<file path="config.mk">
export PLATFORM = sky130hd
export DESIGN_NAME = cdb_rr_arbiter
export DESIGN_NICKNAME = d
export VERILOG_FILES = /design/src/rtl/cdb_rr_arbiter.sv
export SDC_FILE = /design/constraint.sdc
export NUM_CORES = 1
export LEC_CHECK = 0
export ABC_AREA = 0
export BUFFER_PORTS_ARGS = -buffer_cell sky130_fd_sc_hd__buf_4
export CAP_MARGIN = 15
export CORE_MARGIN = 10
export CORE_UTILIZATION = 50
export DETAILED_ROUTE_END_ITERATION = 10
export HOLD_SLACK_MARGIN = 0.1
export PLACE_DENSITY_LB_ADDON = 0.3
export SETUP_SLACK_MARGIN = 0.15
export SLEW_MARGIN = 20
export SYNTH_ARGS = -nofsm -noshare
export SYNTH_HDL_FRONTEND = slang
export SYNTH_SLANG_ARGS = --single-unit
</file>
<file path="constraint.sdc">
create_clock -name clk -period 3.5 [get_ports clk]
set_input_delay 0.35 -clock clk [delete_from_list [all_inputs] [get_ports clk]]
set_output_delay 0.35 -clock clk [all_outputs]
set_load 0.01 [all_outputs]
</file>
<file path="src/rtl/cdb_rr_arbiter.sv">
`default_nettype none
// ============================================================================
// Module      : cdb_rr_arbiter
// Description : Common-data-bus arbiter. Each of NUM_SRC producer channels
//               feeds a small skid queue (valid/ready). One result per cycle
//               is broadcast on a registered CDB, chosen round-robin. Wide
//               results go out as two locked beats (low word, then high word).
//               Optional macro CDB_BYPASS_EN lets an empty-queue channel with
//               in_valid=1 compete directly for 1-cycle latency.
// Revision    : 1.0 - initial release
// ============================================================================
module cdb_rr_arbiter #(
    parameter int NUM_SRC    = 4,
    parameter int DATA_WIDTH = 32,
    parameter int TAG_WIDTH  = 4,
    parameter int QDEPTH     = 2
) (
    input  logic                            clk,
    input  logic                            reset,
    input  logic [NUM_SRC-1:0]              in_valid,
    output logic [NUM_SRC-1:0]              in_ready,
    input  logic [NUM_SRC-1:0]              in_wide,
    input  logic [NUM_SRC*TAG_WIDTH-1:0]    in_tag,
    input  logic [NUM_SRC*DATA_WIDTH-1:0]   in_data,
    input  logic [NUM_SRC*DATA_WIDTH-1:0]   in_data_hi,
    output logic                            cdb_valid,
    output logic [TAG_WIDTH-1:0]            cdb_tag,
    output logic [DATA_WIDTH-1:0]           cdb_data,
    output logic                            cdb_hi,
    output logic [$clog2(NUM_SRC)-1:0]      cdb_src
);

    localparam int SW = $clog2(NUM_SRC);
    localparam int PW = $clog2(QDEPTH);
    localparam int CW = PW + 1;

    localparam logic [0:0] ST_IDLE   = 1'b0;
    localparam logic [0:0] ST_SECOND = 1'b1;

    // ------------------------------------------------------------------
    // Queue storage and bookkeeping
    // ------------------------------------------------------------------
    logic [TAG_WIDTH-1:0]  tag_mem  [NUM_SRC][QDEPTH];
    logic [DATA_WIDTH-1:0] lo_mem   [NUM_SRC][QDEPTH];
    logic [DATA_WIDTH-1:0] hi_mem   [NUM_SRC][QDEPTH];
    logic                  wide_mem [NUM_SRC][QDEPTH];

    logic [PW-1:0] wr_ptr_q [NUM_SRC];
    logic [PW-1:0] wr_ptr_d [NUM_SRC];
    logic [PW-1:0] rd_ptr_q [NUM_SRC];
    logic [PW-1:0] rd_ptr_d [NUM_SRC];
    logic [CW-1:0] cnt_q    [NUM_SRC];
    logic [CW-1:0] cnt_d    [NUM_SRC];

    // Unpacked views of the packed input buses and of the queue heads
    logic [TAG_WIDTH-1:0]  in_tag_a   [NUM_SRC];
    logic [DATA_WIDTH-1:0] in_lo_a    [NUM_SRC];
    logic [DATA_WIDTH-1:0] in_hi_a    [NUM_SRC];
    logic [TAG_WIDTH-1:0]  head_tag   [NUM_SRC];
    logic [DATA_WIDTH-1:0] head_lo    [NUM_SRC];
    logic [DATA_WIDTH-1:0] head_hi    [NUM_SRC];
    logic                  head_wide  [NUM_SRC];

    // ------------------------------------------------------------------
    // Arbitration / FSM state
    // ------------------------------------------------------------------
    logic [0:0]            state_q, state_d;
    logic [SW-1:0]         sec_src_q, sec_src_d;
    logic [SW-1:0]         rr_ptr_q, rr_ptr_d;

    logic                  cdb_valid_q, cdb_valid_d;
    logic [TAG_WIDTH-1:0]  cdb_tag_q, cdb_tag_d;
    logic [DATA_WIDTH-1:0] cdb_data_q, cdb_data_d;
    logic                  cdb_hi_q, cdb_hi_d;
    logic [SW-1:0]         cdb_src_q, cdb_src_d;

    logic [NUM_SRC-1:0]    cand;
    logic                  win_found;
    logic [SW-1:0]         win_idx;
    logic                  win_byp;
    logic [TAG_WIDTH-1:0]  win_tag;
    logic [DATA_WIDTH-1:0] win_lo;
    logic                  win_wide;

    logic [NUM_SRC-1:0]    push_en;
    logic [NUM_SRC-1:0]    pop_en;

`ifdef CDB_BYPASS_EN
    logic [NUM_SRC-1:0]    byp_cand;
`endif

    // Ready comes only from the registered count; forced low during reset
    always_comb begin
        for (int i = 0; i < NUM_SRC; i++) begin
            in_ready[i] = reset & (cnt_q[i] < CW'(QDEPTH));
        end
    end

    // Slice the packed input buses and read out each queue head
    always_comb begin
        for (int i = 0; i < NUM_SRC; i++) begin
            in_tag_a[i]  = in_tag[i*TAG_WIDTH +: TAG_WIDTH];
            in_lo_a[i]   = in_data[i*DATA_WIDTH +: DATA_WIDTH];
            in_hi_a[i]   = in_data_hi[i*DATA_WIDTH +: DATA_WIDTH];
            head_tag[i]  = tag_mem[i][rd_ptr_q[i]];
            head_lo[i]   = lo_mem[i][rd_ptr_q[i]];
            head_hi[i]   = hi_mem[i][rd_ptr_q[i]];
            head_wide[i] = wide_mem[i][rd_ptr_q[i]];
        end
    end

    // Round-robin search: first candidate at or above rr_ptr, wrapping
    always_comb begin
        cand      = '0;
        win_found = 1'b0;
        win_idx   = '0;
        for (int i = 0; i < NUM_SRC; i++) begin
            cand[i] = (cnt_q[i] != '0);
        end
`ifdef CDB_BYPASS_EN
        for (int i = 0; i < NUM_SRC; i++) begin
            byp_cand[i] = (cnt_q[i] == '0) && in_valid[i];
        end
        cand = cand | byp_cand;
`endif
        for (int k = 0; k < NUM_SRC; k++) begin
            if (!win_found && cand[(int'(rr_ptr_q) + k) % NUM_SRC]) begin
                win_found = 1'b1;
                win_idx   = SW'((int'(rr_ptr_q) + k) % NUM_SRC);
            end
        end
    end

    // Winner payload: queue head, or the live input when bypassing
    always_comb begin
        win_byp  = 1'b0;
        win_tag  = head_tag[win_idx];
        win_lo   = head_lo[win_idx];
        win_wide = head_wide[win_idx];
`ifdef CDB_BYPASS_EN
        if (win_found && byp_cand[win_idx]) begin
            win_byp  = 1'b1;
            win_tag  = in_tag_a[win_idx];
            win_lo   = in_lo_a[win_idx];
            win_wide = in_wide[win_idx];
        end
`endif
    end

    // Grant FSM: decides output beat, pops, pointer advance and push suppression
    always_comb begin
        state_d     = state_q;
        sec_src_d   = sec_src_q;
        rr_ptr_d    = rr_ptr_q;
        cdb_valid_d = 1'b0;
        cdb_tag_d   = cdb_tag_q;
        cdb_data_d  = cdb_data_q;
        cdb_hi_d    = cdb_hi_q;
        cdb_src_d   = cdb_src_q;
        pop_en      = '0;
        push_en     = in_valid & in_ready;
        case (state_q)
            ST_IDLE: begin
                if (win_found) begin
                    cdb_valid_d = 1'b1;
                    cdb_tag_d   = win_tag;
                    cdb_data_d  = win_lo;
                    cdb_hi_d    = 1'b0;
                    cdb_src_d   = win_idx;
                    if (win_wide) begin
                        // Head stays put; a bypassed wide entry is still
                        // written so SECOND can read its high word from the head
                        state_d   = ST_SECOND;
                        sec_src_d = win_idx;
                    end else begin
                        rr_ptr_d = (win_idx == SW'(NUM_SRC - 1)) ? '0 : win_idx + SW'(1);
                        if (win_byp) begin
                            push_en[win_idx] = 1'b0;
                        end else begin
                            pop_en[win_idx] = 1'b1;
                        end
                    end
                end
            end
            ST_SECOND: begin
                cdb_valid_d     = 1'b1;
                cdb_tag_d       = head_tag[sec_src_q];
                cdb_data_d      = head_hi[sec_src_q];
                cdb_hi_d        = 1'b1;
                cdb_src_d       = sec_src_q;
                pop_en[sec_src_q] = 1'b1;
                rr_ptr_d        = (sec_src_q == SW'(NUM_SRC - 1)) ? '0 : sec_src_q + SW'(1);
                state_d         = ST_IDLE;
            end
            default: begin
                state_d = ST_IDLE;
            end
        endcase
    end

    // Next queue pointers and occupancy; pointers wrap at the power-of-2 depth
    always_comb begin
        for (int i = 0; i < NUM_SRC; i++) begin
            wr_ptr_d[i] = wr_ptr_q[i] + PW'(push_en[i]);
            rd_ptr_d[i] = rd_ptr_q[i] + PW'(pop_en[i]);
            cnt_d[i]    = cnt_q[i] + CW'(push_en[i]) - CW'(pop_en[i]);
        end
    end

    // Queue storage write; contents need no reset since counts gate reads
    always_ff @(posedge clk) begin
        for (int i = 0; i < NUM_SRC; i++) begin
            if (push_en[i]) begin
                tag_mem[i][wr_ptr_q[i]]  <= in_tag_a[i];
                lo_mem[i][wr_ptr_q[i]]   <= in_lo_a[i];
                hi_mem[i][wr_ptr_q[i]]   <= in_hi_a[i];
                wide_mem[i][wr_ptr_q[i]] <= in_wide[i];
            end
        end
    end

    // Queue pointer/count registers
    always_ff @(posedge clk or negedge reset) begin
        if (!reset) begin
            for (int i = 0; i < NUM_SRC; i++) begin
                wr_ptr_q[i] <= '0;
                rd_ptr_q[i] <= '0;
                cnt_q[i]    <= '0;
            end
        end else begin
            for (int i = 0; i < NUM_SRC; i++) begin
                wr_ptr_q[i] <= wr_ptr_d[i];
                rd_ptr_q[i] <= rd_ptr_d[i];
                cnt_q[i]    <= cnt_d[i];
            end
        end
    end

    // FSM, round-robin pointer and registered CDB outputs
    always_ff @(posedge clk or negedge reset) begin
        if (!reset) begin
            state_q     <= ST_IDLE;
            sec_src_q   <= '0;
            rr_ptr_q    <= '0;
            cdb_valid_q <= 1'b0;
            cdb_tag_q   <= '0;
            cdb_data_q  <= '0;
            cdb_hi_q    <= 1'b0;
            cdb_src_q   <= '0;
        end else begin
            state_q     <= state_d;
            sec_src_q   <= sec_src_d;
            rr_ptr_q    <= rr_ptr_d;
            cdb_valid_q <= cdb_valid_d;
            cdb_tag_q   <= cdb_tag_d;
            cdb_data_q  <= cdb_data_d;
            cdb_hi_q    <= cdb_hi_d;
            cdb_src_q   <= cdb_src_d;
        end
    end

    assign cdb_valid = cdb_valid_q;
    assign cdb_tag   = cdb_tag_q;
    assign cdb_data  = cdb_data_q;
    assign cdb_hi    = cdb_hi_q;
    assign cdb_src   = cdb_src_q;

endmodule
`default_nettype wire
</file>
Word level (Yosys, flattened, before mapping)
Memory sizes are Yosys's and may differ from the RTL's.
Cells that the tools add are included.
- $add $sub $neg: 21
- $lt $le $gt $ge: 26
- equality and inequality tests: 4
- muxes and demuxes: 147
- bitwise operators: 19
- reduce and logical (&&, ||, !) cells: 21
- operators with widths (kind ; number):
    2-to-1 mux 32 bit ; 33
    2-to-1 mux 64 bit ; 4
    binary-select mux 32 bit (select 2 bit) ; 2
    demux 32 bit (select 1 bit) ; 4
    2-to-1 mux 4 bit ; 23
    one-hot mux 32 bit (2 select lines) ; 1
    2-to-1 mux 1 bit ; 39
    2-to-1 mux 8 bit ; 4
    2-to-1 mux 2 bit ; 13
    binary-select mux 4 bit (select 2 bit) ; 2
    demux 4 bit (select 1 bit) ; 4
    greater-or-equal comparator 2 bit, second input constant ; 8
    inverter 1 -> 2 bit ; 8
    one-hot mux 4 bit (2 select lines) ; 2
    < comparator 3 x 4 -> 1 bit, second input constant ; 3
    binary-select mux 1 bit (select 2 bit) ; 5
    logical AND 1 bit ; 9
    < comparator 2 x 3 -> 1 bit, second input constant ; 3
    adder 1 bit ; 8
    adder 2 x 1 -> 2 bit ; 4
    < comparator 2 x 1 -> 1 bit, second input constant ; 4
    < comparator 2 bit, second input constant ; 4
    one-hot mux 2 bit (2 select lines) ; 2
    nonzero test 2 bit ; 4
    19 further kinds ; 45
- bits in registers: 61
- memory bits (writable): 552
- input bits: 282
- output and inout port bits: 44
- logic and storage cells: 262
- memories: 4
- memories (memory ; words ; bits a word ; rd ports ; clocked after Yosys merged registers in ; write ports ; line ; source):
    hi_mem ; 4 ; 64 ; 4 ; 0 ; 4 ; 45 ; logic [DATA_WIDTH-1:0] hi_mem [NUM_SRC][QDEPTH];
    lo_mem ; 4 ; 64 ; 4 ; 0 ; 4 ; 44 ; logic [DATA_WIDTH-1:0] lo_mem [NUM_SRC][QDEPTH];
    tag_mem ; 4 ; 8 ; 4 ; 0 ; 4 ; 43 ; logic [TAG_WIDTH-1:0] tag_mem [NUM_SRC][QDEPTH];
    wide_mem ; 4 ; 2 ; 4 ; 0 ; 4 ; 46 ; logic wide_mem [NUM_SRC][QDEPTH];

Depth between registers and ports, before layout
Gate-level depths: netlist of the first run.
- depth after elaboration: 22
- gate-level depth with buffers: 16
- mapped depth without buffers: 14

Worst setup path before layout of the first run
Ideal clock, no wire load.
- path type: reg2reg
- start point: register cnt_q[3] (netlist bit)
- end point: register cnt_q[3] (netlist bit)
- library setup time: 126 ps
- arrival time: 2855 ps
- path slack: 519 ps
- cell stages (with the launch flop): 16
- buffers on the path: 1
- cells stage by stage: dfrtp_1 nor2_4 o22ai_1 a221oi_4 inv_2 clkbuf_1 ha_1 nand2b_1 nor2_1 a32oi_2 inv_1 ha_1 inv_1 ha_1 xnor2_1 xnor2_1
- RTL lines (item ; line ; source):
    start: declaration ; 52 ; logic [CW-1:0] cnt_q [NUM_SRC];
    start signal: indexed assignment ; 234 ; cnt_q[i] <= cnt_d[i];

==> results of run 1 <==
[placed cells by master (no fill, tap or decap), types with 3 or more instances in the layout]
cell,n
mux2_2,66
dfrtp_4,4
mux2i_1,223
diode_2,5
a21oi_1,11
xnor2_1,12
buf_4,346
nor2_1,6
inv_2,4
clkbuf_1,16
clkinv_1,9
nand2_1,104
mux4_2,36
ha_4,8
o31ai_1,4
clkbuf_8,4
bufinv_16,8
inv_1,22
nor2_4,3
clkbuf_16,61
nand2b_1,4
a32oi_2,4
inv_6,3
dlygate4sd3_1,277
nor2b_1,5
clkinv_2,12
a31oi_1,32
o211ai_1,64
o21ai_0,34
buf_12,11
dfrtp_1,55
ha_1,16
edfxtp_1,552
[timing repair]
| item | in CTS | in global routing |
|---|---|---|
| endpoints found under the setup margin | 0 | 0 |
| endpoints found under the hold margin | 613 | 0 |
| hold buffers | 277 | 0 |
[per-stage QoR]
step                      hold slack, ps  utilization
after floorplan                     54.4            -
after global placement               242        0.573
after detailed placement             247        0.573
after CTS                            206        0.671
after global routing                 247        0.672
final                                244        0.672
[state kept, by name, indices dropped and copies added, names as in the netlist, 2 cells and up]
name and flops:
cdb_data 32, rd_ptr_q 4, wr_ptr_q 4, hi_mem 256, cdb_src 2, tag_mem 32
cdb_tag 4, cnt_q 8, lo_mem 256, wide_mem 8, sec_src_q 2, rr_ptr_q 2
[layout make-up]
class | instances | area, sq um | share of cell area
repair buffers | 634 | 5590 | 0.171
diodes | 5 | 12.5 | 0.000382
well taps | 664 | 831 | 0.0254
clock buffers | 81 | 1640 | 0.0501
clock inverters | 32 | 360 | 0.0110
flip-flops and latches | 613 | 18100 | 0.553
inverters | 26 | 97.6 | 0.00298
multi-input cells | 661 | 6090 | 0.186
[Yosys cell counts, types with 3 or more instances]
| cell | count | area [sq um] |
|---|---|---|
| buf_2 | 30 | 150 |
| nand2_1 | 104 | 390 |
| dfrtp_1 | 61 | 1530 |
| buf_4 | 6 | 45.0 |
| xnor2_1 | 12 | 105 |
| a32oi_2 | 4 | 65.1 |
| clkbuf_1 | 27 | 101 |
| nor2_1 | 7 | 26.3 |
| o211ai_1 | 64 | 480 |
| nand2b_1 | 5 | 31.3 |
| o31ai_1 | 4 | 30.0 |
| a21oi_1 | 11 | 55.1 |
| buf_1 | 8 | 30.0 |
| buf_6 | 3 | 33.8 |
| mux2_2 | 66 | 743 |
| o21ai_0 | 34 | 170 |
| inv_2 | 4 | 15.0 |
| a31oi_1 | 32 | 200 |
| nor2b_1 | 5 | 31.3 |
| inv_1 | 22 | 82.6 |
| ha_1 | 24 | 300 |
| edfxtp_1 | 552 | 16600 |
| mux4_2 | 36 | 811 |
| mux2i_1 | 223 | 2230 |
[critical path: stages (launching register included)]
cell and delay, ps:
dfrtp_1 420, or2_1 250, o311a_4 420, nor2_4 230, inv_2 120, ha_1 200, nand2b_1 70, nor2_1 50
a32oi_2 290, inv_1 70, ha_1 280, inv_1 40, ha_1 180, xnor2_1 170, xnor2_1 130
[cell families (layout without fill, tap and decap cells)]
| family | count (synthesis) | after routing |
|---|---|---|
| DFF | 613 | 613 |
| other | 0 | 5 |
| AOI/OAI and AO/OA | 170 | 170 |
| muxes | 325 | 325 |
| adders and majority gates | 24 | 24 |
| and+or+nand+nor | 130 | 130 |
| buffers and inverters | 100 | 773 |
| xor gates and xnor gates | 12 | 12 |
[per-layer routing]
layer,GRT usage,share of wire,vias up
met5,0,0.00052,-
met3,0.0423,0.068,125
met1,0.285,0.39,7547
met4,0.0817,0.028,6
met2,0.402,0.52,633
li1,-,-,6638
[worst paths after layout]
path / from / cells after the start / slack (ps) / to
setup / recovery: cnt_q[5] / 14 / 500 / cnt_q[7]
hold / removal: in_valid[3] / 5 / 240 / wr_ptr_q[0]
setup reg to reg: cnt_q[5] / 14 / 500 / cnt_q[7]
hold reg to reg: cnt_q[5] / 1 / 530 / cnt_q[5]
max in group asynchronous: reset / 3 / 2430 / rd_ptr_q[0]
min in group asynchronous: reset / 2 / 280 / cnt_q[5]
[power groups by stage]
| stage | Clock (uW) | Sequential (uW) | Combinational [uW] |
|---|---|---|---|
| floorplan | 0 | 9750 | 6030 |
| global placement | 0 | 9850 | 8680 |
| detailed placement | 0 | 9900 | 8870 |
| CTS | 6660 | 9750 | 9160 |
| global route | 7000 | 9850 | 9850 |
| finish | 6610 | 9760 | 9150 |
==> reports/results.txt, run 1 <==
status - finished, final reports clean
Cell Pwr Density - 779 mW/mm^2
sw frac - 0.334
first-pass GRT wire length - 102000 microns
clock share of power - 0.259
Synth Area in Compound Gates - 0.0506
Die Wd - 242 microns
num rows - 81
Tightest Pin Transition - 851 ps
RSZ-0062 raised after global routing - no
max_cap viols - 0
worst setup margin - 505 ps
Pleak - 0.0123 uW
non-filler cells in the finished layout - 2716
post-CTS sizing - 0
Comb power frac - 0.359
Crit Path Class - flip-flop to flip-flop
Min Clock Period, post-route - 3000 ps
worst hold path class - input port to flip-flop
Final Hold Vio Count - 0
Final Instance Area - 0.0327 sq mm
Die Area - 0.0583 sq mm
grt ovf - 0
Fin Setup TNS - 0 ps
main combinational cell family by area after synthesis - multiplexers
DP Wirelength - 41500 microns
total power - 25500 uW
Async S/R FF share, synth - 0.0995
placed cell area - 0.0280 sq mm
DP Worst Slack - 531 ps
vias post-DR - 14949
EDFF count, synth - 552
Mapped Cells - 1374
buffer depth of the longest clock path - 3
CTS tree - yes
via/cell ratio - 5.50
Simple-Gate Fraction of Synth Area - 0.0223
WP data arrival - 3530 ps
layout cells sized above 1 - 0.284
post-synthesis mux area share - 0.154
Synth Cell Area - 0.0245 sq mm
die outline height - 242 microns
xor-xnor portion of the synthesized cell area - 0.00428
initial antenna violation count - 8
clock skew - 29.5 ps
IO Pins - 326
fmax - 334 MHz
relative slew slack - 0.433
ANT nets after route - 0
Initial Util - 0.503
Layout fillers - 3167
routability cong. - 0.832
clk_lat worst skew - 630 ps
CP Capture Type - flip-flop
Synth cell types - 48
PortBufs - 325
CP Launch Type - flip-flop
Area growth, synth to finish - 33.4%
clock-pin slew on the worst setup and hold paths - 60 ps
Pint - 17000 uW
synth warn - 0
core area - 0.0487 sq mm
worst vdd ir - 1030 uV
fin crit share - 0.856
syn nets - 1680
gr usage total - 0.231
vias in the first global route - 16495
P_sw - 8530 uW
Seq pwr share - 0.382
DR iter-0 viols - 1297
top_reg_cell synth - edfxtp_1
WL final - 67900 microns
WP data required - 4040 ps
Clock Tree Root - clkbuf_16
Post-CTS Setup Bufs - 0
CP Max Fanout - 6
Adder-Cell Fraction of Synth Area - 0.0122
fin. max-slew vios - 0
Post-route DRC - 0
largest net degree at the start of global routing - 74
Final nets - 2303
TritonCTS Buffers - 61
Cells after DPL - 2321
Clock Sinks - 613
endpoints failing setup - 0
syn_area_per_cell - 17.9 sq um
H-tree levels - 2
router iterations before antenna repair - 5
register area share after synthesis - 0.738
Synth Register Bits - 613
routed len/inst - 25.0 microns
Note: power is estimated with default switching activity, not from simulation.
==> inputs of run 2 (changes only) <==
- CTS_CLUSTER_DIAMETER: not set -> 80
- PLACE_DENSITY: not set -> 0.71
- PLACE_DENSITY_LB_ADDON: 0.3 -> not set
==> reports/results.txt, run 2 (synthesized netlist as in run 1, its figures left out) <==
status - finished, final reports clean
fin crit share - 0.850 (-0.00602)
via/cell ratio - 5.55 (+0.81%)
Clock Tree Root - clkbuf_16
Fin Setup TNS - 0 ps (unchanged)
total power - 25400 uW (-0.40%)
clk_lat worst skew - 630 ps (about the same)
IO Pins - 326 (unchanged)
grt ovf - 0 (unchanged)
first-pass GRT wire length - 103000 microns (+1.0%)
layout cells sized above 1 - 0.288 (+0.00369)
Crit Path Class - flip-flop to flip-flop
crit path launch - cnt_q[5]
Tightest Pin Transition - 910 ps (+59.4 ps)
CTS tree - yes
Clock Sinks - 613 (unchanged)
Final Hold Vio Count - 0 (unchanged)
ANT nets after route - 0 (unchanged)
DP Wirelength - 41900 microns (+0.96%)
largest net degree at the start of global routing - 74 (unchanged)
Layout fillers - 3210 (+1.4%)
clock-pin slew on the worst setup and hold paths - 60 ps (about the same)
Min Clock Period, post-route - 2970 ps (-21.1 ps)
relative slew slack - 0.393 (-0.0396)
Comb power frac - 0.357 (-0.002)
Pleak - 0.0123 uW (about the same)
final core utilization - 0.672 (about the same)
num rows - 81 (unchanged)
Final nets - 2306 (+0.13%)
Cell Pwr Density - 776 mW/mm^2 (-0.42%)
Initial Util - 0.503 (unchanged)
most numerous cell on the critical path - ha_1
most frequent cells in the layout - 552 x edfxtp_1, 353 x buf_4, 277 x dlygate4sd3_1
R2R depth - 14 (unchanged)
clock skew - 23.8 ps (-5.65 ps)
WP data arrival - 3510 ps (-20 ps)
Pint - 16900 uW (-0.71%)
FF-to-FF Start - cnt_q[5]
vias in the first global route - 16761 (+1.6%)
worst hold path class - input port to async pin
CP Launch Type - flip-flop
gr usage total - 0.235 (+0.00375)
Area growth, synth to finish - 33.5% (about the same)
worst vdd ir - 619 uV (-40%)
CP peak stage delay - 420 ps (about the same)
router iterations before antenna repair - 5 (unchanged)
CP Capture Type - flip-flop
Post-CTS Setup Bufs - 0 (unchanged)
WL final - 69500 microns (+2.3%)
clock share of power - 0.255 (-0.004)
buffer depth of the longest clock path - 3 (unchanged)
# hold bufs at CTS - 277 (unchanged)
routed len/inst - 25.5 microns (+1.9%)
fmax - 336 MHz (+0.71%)
endpoints failing setup - 0 (unchanged)
post-CTS sizing - 0 (unchanged)
Die Wd - 242 microns (unchanged)
max_cap viols - 0 (unchanged)
CP max stage cell - dfrtp_1
commonest non-fill, non-tap cell in the layout - edfxtp_1
cells along the critical path - or2_1 -> o311a_4 -> nor2_4 -> inv_2 -> ha_1 -> nand2b_1 -> nor2_1 -> a32oi_2 -> inv_1 -> ha_1 -> inv_1 -> ha_1 -> xnor2_1 -> xnor2_1
fin. max-slew vios - 0 (unchanged)
sw frac - 0.336 (+0.00205)
core area - 0.0487 sq mm (unchanged)
TritonCTS Buffers - 60 (-1.6%)
vias post-DR - 15137 (+1.3%)
DR iter-0 viols - 1369 (+5.6%)
routability cong. - 0.809 (-2.8%)
PortBufs - 325 (unchanged)
Die Area - 0.0583 sq mm (unchanged)
Seq pwr share - 0.387 (+0.005)
CP Max Fanout - 6 (unchanged)
Post-route DRC - 0 (unchanged)
initial antenna violation count - 12 (+4)
non-filler cells in the finished layout - 2728 (+0.44%)
die outline height - 242 microns (unchanged)
Cells after DPL - 2325 (+0.17%)
RSZ-0062 raised after global routing - no
H-tree levels - 2 (unchanged)
P_sw - 8550 uW (+0.21%)
WP data required - 4040 ps (about the same)
[run 2: cell types whose count changed in the layout (fill, tap and decap cells not counted)]
cell / previous run / this run
clkbuf_16: 61 / 62
buf_4: 346 / 353
clkinvlp_4: 0 / 4
clkinv_4: 0 / 1
inv_6: 3 / 0
bufinv_16: 8 / 4
diode_2: 5 / 12
buf_12: 11 / 8
clkinv_1: 9 / 5
clkinv_8: 0 / 1
clkbuf_8: 4 / 10
clkinv_2: 12 / 11
[run 2: worst paths after layout]
kind                               end  slack, ps
setup / recovery              cnt_q[7]        530
hold / removal                cnt_q[5]        230
setup reg to reg              cnt_q[7]        530
hold reg to reg               cnt_q[5]        540
max in group asynchronous  rd_ptr_q[1]       2210
min in group clk           wr_ptr_q[2]        280
[run 2: critical path: cells and delay by family, from the launching register on]
family                   cells  cell delay [ps]
AO/OA/AOI/OAI                2              690
adder cells (fa/ha/maj)      3              660
AND/OR/NAND/NOR              4              610
flip-flops                   1              420
XOR/XNOR                     2              310
buffers and inverters        3              220
[run 2: routing by layer]
metal,global-route usage,part of all wire
met1,0.286,0.39
met4,0.0830,0.028
met5,0,0.00036
met2,0.412,0.52
met3,0.0433,0.065
[run 2: power groups by stage]
stage | Sequential (uW) | Combinational, uW | Clock (uW)
2_1_floorplan | 9750 | 6030 | 0
3_3_place_gp | 9950 | 8630 | 0
3_5_place_dp | 9990 | 8820 | 0
4_1_cts | 9850 | 9090 | 6560
5_1_grt | 9940 | 9760 | 6860
6_report | 9840 | 9080 | 6490
[run 2: cell type report]
cell class,instances,area [sq um],share of cell area
sequential,613,18100,0.553
inverter,26,97.6,0.00298
antenna,12,30.0,0.000917
multi-input combinational,661,6090,0.186
clock inverter,26,249,0.00760
timing repair buffer,638,5580,0.170
clock buffer,88,1750,0.0534
tap,664,831,0.0254
[run 2: through the flow]
step / instance area, sq um / setup WS, ps / hold slack, ps
floorplan: 24500 / 519 / 54.4
global placement: 27900 / 619 / 287
detailed placement: 27900 / 547 / 291
CTS: 32700 / 525 / 218
global route: 32700 / 343 / 229
finish: 32800 / 526 / 234
